### src/rtl/cpu_debug_unit.sv
// Host-side debug controller for the multicycle CPU: conditions board buttons,
// sequences run/step control and muxes CPU readback onto a registered display bus.

module cpu_debug_btn #(
  parameter int CYCLES = 4
) (
  input  logic clk,
  input  logic rst,
  input  logic raw,
  output logic pulse
);
  localparam int CW = (CYCLES > 1) ? $clog2(CYCLES) : 1;
  localparam logic [CW-1:0] LAST = CW'(CYCLES - 1);

  logic          sync1, sync2;
  logic          level, level_q;
  logic [CW-1:0] cnt;

  // NOTE: sequential state uses non-blocking assignments so every register
  // samples pre-edge values regardless of statement order.
  always_ff @(posedge clk or posedge rst) begin
    if (rst) begin
      sync1   <= 1'b0;
      sync2   <= 1'b0;
      level   <= 1'b0;
      level_q <= 1'b0;
      cnt     <= '0;
    end else begin
      sync1   <= raw;
      sync2   <= sync1;
      level_q <= level;
      if (sync2 != level) begin
        if (cnt == LAST) begin
          level <= sync2;
          cnt   <= '0;
        end else begin
          cnt <= cnt + CW'(1);
        end
      end else begin
        cnt <= '0;
      end
    end
  end

  // Rising edge of the debounced level only; release produces nothing.
  assign pulse = level & ~level_q;
endmodule

module cpu_debug_unit #(
  parameter int DEBOUNCE_CYCLES = 4,
  parameter int STEP_TIMEOUT    = 16
) (
  input  logic        clk,
  input  logic        rst,
  input  logic        succ,
  input  logic        step,
  input  logic        inc,
  input  logic        dec,
  input  logic        m_rf,
  input  logic [1:0]  sel,
  input  logic [31:0] pc,
  input  logic [31:0] mem_data,
  input  logic [31:0] reg_data,
  output logic        run,
  output logic        enable,
  output logic [7:0]  addr,
  output logic [31:0] disp
);
  localparam int TW = (STEP_TIMEOUT > 1) ? $clog2(STEP_TIMEOUT) : 1;
  localparam logic [TW-1:0] TIMER_LAST = TW'(STEP_TIMEOUT - 1);

  typedef enum logic [1:0] {IDLE, RUN, STEP} state_t;

  state_t        state, state_next;
  logic          step_p, inc_p, dec_p;
  logic          succ_s1, succ_s;
  logic [31:0]   pc_snap;
  logic [TW-1:0] step_timer;
  logic [15:0]   step_cnt;
  logic          step_done;
  logic          step_start;

  cpu_debug_btn #(.CYCLES(DEBOUNCE_CYCLES)) u_step (.clk(clk), .rst(rst), .raw(step), .pulse(step_p));
  cpu_debug_btn #(.CYCLES(DEBOUNCE_CYCLES)) u_inc  (.clk(clk), .rst(rst), .raw(inc),  .pulse(inc_p));
  cpu_debug_btn #(.CYCLES(DEBOUNCE_CYCLES)) u_dec  (.clk(clk), .rst(rst), .raw(dec),  .pulse(dec_p));

  always_ff @(posedge clk or posedge rst) begin
    if (rst) begin
      succ_s1 <= 1'b0;
      succ_s  <= 1'b0;
    end else begin
      succ_s1 <= succ;
      succ_s  <= succ_s1;
    end
  end

  // A step ends on the first observed PC change, or after the self-loop guard expires.
  assign step_done  = (pc != pc_snap) || (step_timer == TIMER_LAST);
  assign step_start = (state == IDLE) && !succ_s && step_p;

  always_ff @(posedge clk or posedge rst) begin
    if (rst) state <= IDLE;
    else     state <= state_next;
  end

  // NOTE: every signal written here gets a default first so no latch is inferred.
  always_comb begin
    state_next = state;
    unique case (state)
      IDLE: begin
        if (succ_s)      state_next = RUN;
        else if (step_p) state_next = STEP;
      end
      RUN:  if (!succ_s)   state_next = IDLE;
      STEP: if (step_done) state_next = IDLE;
      default:             state_next = IDLE;
    endcase
  end

  always_comb begin
    run    = 1'b0;
    enable = 1'b0;
    unique case (state)
      RUN:  run = 1'b1;
      STEP: begin
        run    = 1'b1;
        enable = 1'b1;
      end
      default: ;
    endcase
  end

  always_ff @(posedge clk or posedge rst) begin
    if (rst) begin
      pc_snap    <= '0;
      step_timer <= '0;
      step_cnt   <= '0;
    end else if (step_start) begin
      pc_snap    <= pc;
      step_timer <= '0;
    end else if (state == STEP) begin
      step_timer <= step_timer + TW'(1);
      if (step_done) step_cnt <= step_cnt + 16'd1;
    end
  end

  // Simultaneous inc/dec pulses cancel out.
  always_ff @(posedge clk or posedge rst) begin
    if (rst)                 addr <= '0;
    else if (inc_p && !dec_p) addr <= addr + 8'd1;
    else if (dec_p && !inc_p) addr <= addr - 8'd1;
  end

  always_ff @(posedge clk or posedge rst) begin
    if (rst) begin
      disp <= '0;
    end else begin
      unique case (sel)
        2'd0: disp <= m_rf ? mem_data : reg_data;
        2'd1: disp <= pc;
        2'd2: disp <= {24'b0, addr};
        2'd3: disp <= {16'b0, step_cnt};
        default: disp <= '0;
      endcase
    end
  end
endmodule

### config.mk
export PLATFORM = sky130hd
export DESIGN_NAME = cpu_debug_unit
export DESIGN_NICKNAME = d
export VERILOG_FILES = /design/src/rtl/cpu_debug_unit.sv
export SDC_FILE = /design/constraint.sdc
export NUM_CORES = 1
export LEC_CHECK = 0
export CAP_MARGIN = 15
export CORE_UTILIZATION = 53
export DETAILED_ROUTE_END_ITERATION = 8
export PLACE_DENSITY = 0.94
export SETUP_SLACK_MARGIN = 0.15
export SLEW_MARGIN = 20
export SYNTH_ARGS = -nofsm -noshare
export SYNTH_HDL_FRONTEND = slang
export SYNTH_SLANG_ARGS = --single-unit
### constraint.sdc
create_clock -name clk -period 6.8 [get_ports clk]
set_clock_uncertainty 0.2 [all_clocks]
set_input_delay 0.68 -clock clk [delete_from_list [all_inputs] [get_ports clk]]
set_output_delay 0.68 -clock clk [all_outputs]
set_load 0.005 [all_outputs]
=== Word level (Yosys, flattened, before mapping) ===
Index checks and enable logic that the tools add are counted.

* Equal/unequal tests: 16
* Shift operators: 0
* Reduce and logical (&&, ||, !) cells: 18
* $lt $le $gt $ge: 0
* Div/mod/pow operators: 0
* Bitwise operators: 7
* $add $sub $neg: 7
* Mux-type cells: 19
* Multiply operators: 0

{| class="wikitable"
|+ Operator list
! cell !! count
|-
| 32-bit case mux with 4 select lines || 1
|-
| 32-bit two-way mux || 1
|-
| 32-bit inequality test || 1
|-
| 2-bit two-way mux || 10
|-
| 16-bit by 1-bit adder with 16-bit output, second input constant || 1
|-
| 8-bit two-way mux || 2
|-
| 2-bit == test, second input constant || 6
|-
| 8-bit by 1-bit adder with 8-bit output, second input constant || 1
|-
| 4-bit two-way mux || 2
|-
| 8-bit by 1-bit subtractor with 8-bit output, second input constant || 1
|-
| 2-bit by 1-bit adder with 2-bit output, second input constant || 3
|-
| 2-bit case mux with 3 select lines || 1
|-
| 2-bit AND reduction || 3
|-
| 3-bit AND reduction || 2
|-
| 4-bit by 1-bit adder with 4-bit output, second input constant || 1
|-
| 2-bit by 1-bit == test with 1-bit output, second input constant || 2
|-
| 4-bit == test, second input constant || 1
|-
| 1-bit logical AND || 4
|-
| 2-bit zero test || 2
|-
| 2-bit inequality test, second input constant || 2
|-
| 1-bit NOT || 4
|-
| 2-bit nonzero test || 2
|-
| 1-bit bitwise AND || 3
|-
| 1-bit zero test || 3
|-
| 5 further kinds || 8
|}

* Bits in writable memories: 0
* Flip-flop bits (word level): 114
* Output and inout bits: 42
* Memories kept: 0
* Bits in read-only memories: 0
* Bits in latches: 0

=== Longest topological paths before layout ===
* Depth in word-level cells: 6
* Mapped depth: 10
* Mapped depth without buffers: 10

=== Modules after synthesis ===
Synthesis repeated with hierarchy kept, for this count alone.

* Cell total of the unflattened synthesis: 547
* Area total of the unflattened synthesis: 5622.9 µm²

{| class="wikitable"
|+ By module, submodules not included
! module !! area each (µm²) !! times used !! cells each
|-
| cpu_debug_unit || 4996.0 || 1 || 508
|-
| cpu_debug_btn || 209.0 || 3 || 13
|}

=== Worst setup path before layout ===
OpenSTA, ideal clock, no wires.

* Kind: input-to-reg
* Start: input pc[5]
* End: register step_cnt[1]
* Data arrival time: 2.182 ns
* Buffers on the path: 0
* Setup slack: 4.293 ns
* Library setup time: 0.125 ns
* Stages: 6
* Cell sequence: xor2_1 > nor4_2 > nand2_1 > nor4_4 > or2b_2 > mux2_2

* Longest elaborated chain between the ends: 3

{| class="wikitable"
|+ RTL lines
! element !! RTL line !! source
|-
| from (decl) || 61 || <nowiki>input logic [31:0] pc,</nowiki>
|-
| 32-bit inequality test || 98 || <nowiki>assign step_done = (pc != pc_snap) || (step_timer == TIMER_LAST);</nowiki>
|-
| 1-bit logical OR || 98 ||
|-
| 3-bit AND reduction (no source line) || -- ||
|-
| to (signal assigned) || 143 || <nowiki>if (step_done) step_cnt <= step_cnt + 16'd1;</nowiki>
|-
| to (decl) || 79 || <nowiki>logic [15:0] step_cnt;</nowiki>
|}

Every way passes these cells.
A chain may end at the register's enable or synchronous reset.

=== Worst setup path in the final report ===
* Start: input pc[6]
* End: register step_cnt[1]

Same word-level chain as after synthesis.

==> summary.txt <==
Yosys
  • Register area share after synthesis: 51.1%
  • Synthesized area per cell: 12.1 µm²
  • Synth Register Bits: 114
  • Synth unique cells: 38
  • Cell area after synthesis: 5580 µm²
  • Syn Nets: 584
  • Mapped Cells: 462
  • EDFF count, synth: 0
  • Main synth FF type: dfrtp_1
  • Yosys warns: 0
  • Async S/R FF share, synth: 100%

Route
  • Routed len/inst: 19.5 µm
  • Initial drt markers: 276
  • Post-route DRC: 0
  • Drt first pass iters: 5
  • Total routed wirelength: 14800 µm
  • Via density: 5.68
  • Routed via count: 4306
  • Post-DRT Antenna Nets: 0

Die
  • Io pins: 147
  • Die area: 10900 µm²
  • Die Y: 105 µm
  • Initial Utilization: 54.3%
  • Core area: 10300 µm²
  • Horiz. Die Dim: 105 µm
  • Row cnt: 37

STA
  • F_max: 305 MHz
  • PnR worst setup slack: 3520 ps
  • Slew Viols, Final: 0
  • Final setup fails: 0
  • Slew @ Worst Pin: 1040 ps
  • Slew margin rel.: 30.3%
  • Setup TNS Final: 0 ps
  • Final worst-path cycle share: 48.2%
  • Final Hold Vio Count: 0
  • Period minus WS final: 3280 ps
  • RSZ-0062 raised after global routing: no

Placed design
  • Placed insts: 727
  • DPL Wire Length: 9630 µm
  • Pre-CTS WS: 3220 ps
  • GP Congestion: 0.796
  • IO Port Bufs: 146
  • DP Area: 7140 µm²

Global routing
  • Gr ovfl total: 0
  • All-Layer GR Usage: 28.7%
  • Largest net degree at the start of global routing: 76
  • First-pass GRT wire length: 23800 µm
  • Initial antenna violation count: 0
  • Vias in the first global route: 4603

Clocking
  • Hold Buf Count CTS: 0
  • Max clock buf depth: 2
  • Num CTS Buffers: 17
  • Clock Sinks: 114
  • Worst-skew pair later-pin latency: 520 ps
  • Clk pin slew, worst setup/hold paths: 60 ps
  • Post CTS Setup Buffer Count: 0
  • CTS tree: built
  • CTS resizes: 0
  • H-tree depth: 4
  • Root buf cell: clkbuf_8

Critical path
  • CP Capture Type: register
  • Worst Path Required: 7000 ps
  • Setup crit start kind: input port
  • CP Data Arrival Time: 3480 ps
  • Slowest stage cell, crit path: nor4_4
  • WS Path Type: in2reg
  • CP Cell Sequence: clkdlybuf4s50_1 -> xor2_1 -> nor4_1 -> nand4_1 -> nor4_4 -> or2b_2 -> mux2_2
  • Crit-path max cell delay: 760 ps
  • CP max FO: 19

Layout
  • Finished Layout Cells: 758
  • Layout cells sized above 1: 17.7%
  • Design Area, Final: 7720 µm²
  • Utilization after layout: 75.1%
  • Area Overhead vs Synth: 38.4%
  • Layout Nets: 732
  • N_diodes: 0

Power and ir drop
  • PwrDens: 385 nW/µm²
  • VDD IR max: 0.000279 V
  • LEAKAGE: 0.00327 µW

Flow run
  • Max_cap viols: 0

Hold path
  • HP Class: reg2reg

Run status
  • Status: finished, final reports clean
==> sequential cells by signal, indices dropped and copies added, names as in the netlist, 4 cells and up <==
name / count
addr: 8
disp: 32
pc_snap: 32
step_cnt: 16
step_timer: 4
==> Yosys cell counts (8+ instances only) <==
library cell | count | area (µm²)
nand2_1 | 21 | 78.8
nor2_1 | 42 | 158
dfrtp_1 | 114 | 2850
xor2_1 | 42 | 368
o21ai_0 | 14 | 70.1
nor3_1 | 12 | 60.1
xnor2_1 | 18 | 158
mux4_2 | 8 | 180
nor4_1 | 9 | 56.3
ha_1 | 16 | 200
mux2_2 | 54 | 608
clkbuf_1 | 10 | 37.5
a21oi_1 | 20 | 100
mux2i_1 | 25 | 250
==> worst max-delay path, delay by kind of cell <==
family	cells	cell delay, ps
xor+xnor	1	230
buf+inv	1	470
simple gates	4	1750
mux	1	330
==> cells in the final DEF (no fill, tap or decap), drive strengths merged, types with 5 or more instances in the layout <==
cell / n
o21ai: 14
buf: 5
a21oi: 20
mux2i: 25
nand4: 5
clkdlybuf4s50: 144
nor2: 42
clkinv: 7
nand3: 7
clkbuf: 17
xor2: 42
nor4: 12
mux4: 8
dfrtp: 114
nand2: 21
inv: 7
mux2: 54
nor3: 12
ha: 16
xnor2: 18
==> logic make-up (layout without fill, tap and decap cells) <==
| logic type | Yosys count | after routing | synth area share (%) |
|---|---|---|---|
| multiplexers | 87 | 87 | 18.6 |
| XOR/XNOR | 60 | 60 | 9.42 |
| AND/OR/NAND/NOR | 112 | 112 | 9.89 |
| adder cells (fa/ha/maj) | 17 | 17 | 3.95 |
| flip-flops | 114 | 114 | 51.1 |
| AO/OA/AOI/OAI | 45 | 45 | 4.89 |
| buffers and inverters | 27 | 187 | 2.09 |
==> layout make-up <==
class / instances / area (µm²)
clock inverter: 14 / 166
timing repair buffer: 149 / 1470
tap: 136 / 170
sequential: 114 / 2850
clock buffer: 17 / 414
inverter: 7 / 28.8
multi-input combinational: 321 / 2620
fill: 622 / 2550
==> metal layers <==
layer,up-vias,part of all wire [%],GRT usage (%)
li1,1922,-,-
met1,2150,39,33.5
met2,201,53,50.7
met3,33,6.4,6.99
met4,0,2.2,11.7
met5,-,0,0
==> report_power, final <==
part / leakage (µW) / internal, µW / switching (µW)
Sequential: 0.00137 / 894 / 176
Clock: 0.000275 / 553 / 319
Combinational: 0.00162 / 560 / 471
==> stage by stage <==
step / power, µW / hold slack (ps)
after floorplan: 1690 / 131
after global placement: 1980 / 134
after detailed placement: 2060 / 137
after CTS: 2980 / 155
after global routing: 3120 / 159
final: 2970 / 152
==> path summary, 6_finish.rpt <==
check / cells past startpoint / slack [ps] / startpoint / to
min in group asynchronous: 2 / 350 / rst / u_step.cnt[1]$_DFF_PP0_
setup reg to reg: 6 / 3820 / pc_snap[6]$_DFFE_PP0P_ / step_cnt[1]$_DFFE_PP0P_
max in group asynchronous: 3 / 4740 / rst / step_cnt[5]$_DFFE_PP0P_
setup / recovery: 7 / 3520 / pc[6] / step_cnt[1]$_DFFE_PP0P_
hold reg to reg: 0 / 150 / u_inc.sync1$_DFF_PP0_ / u_inc.sync2$_DFF_PP0_
hold / removal: 0 / 150 / u_inc.sync1$_DFF_PP0_ / u_inc.sync2$_DFF_PP0_
Power figures use the tool's default switching activity.
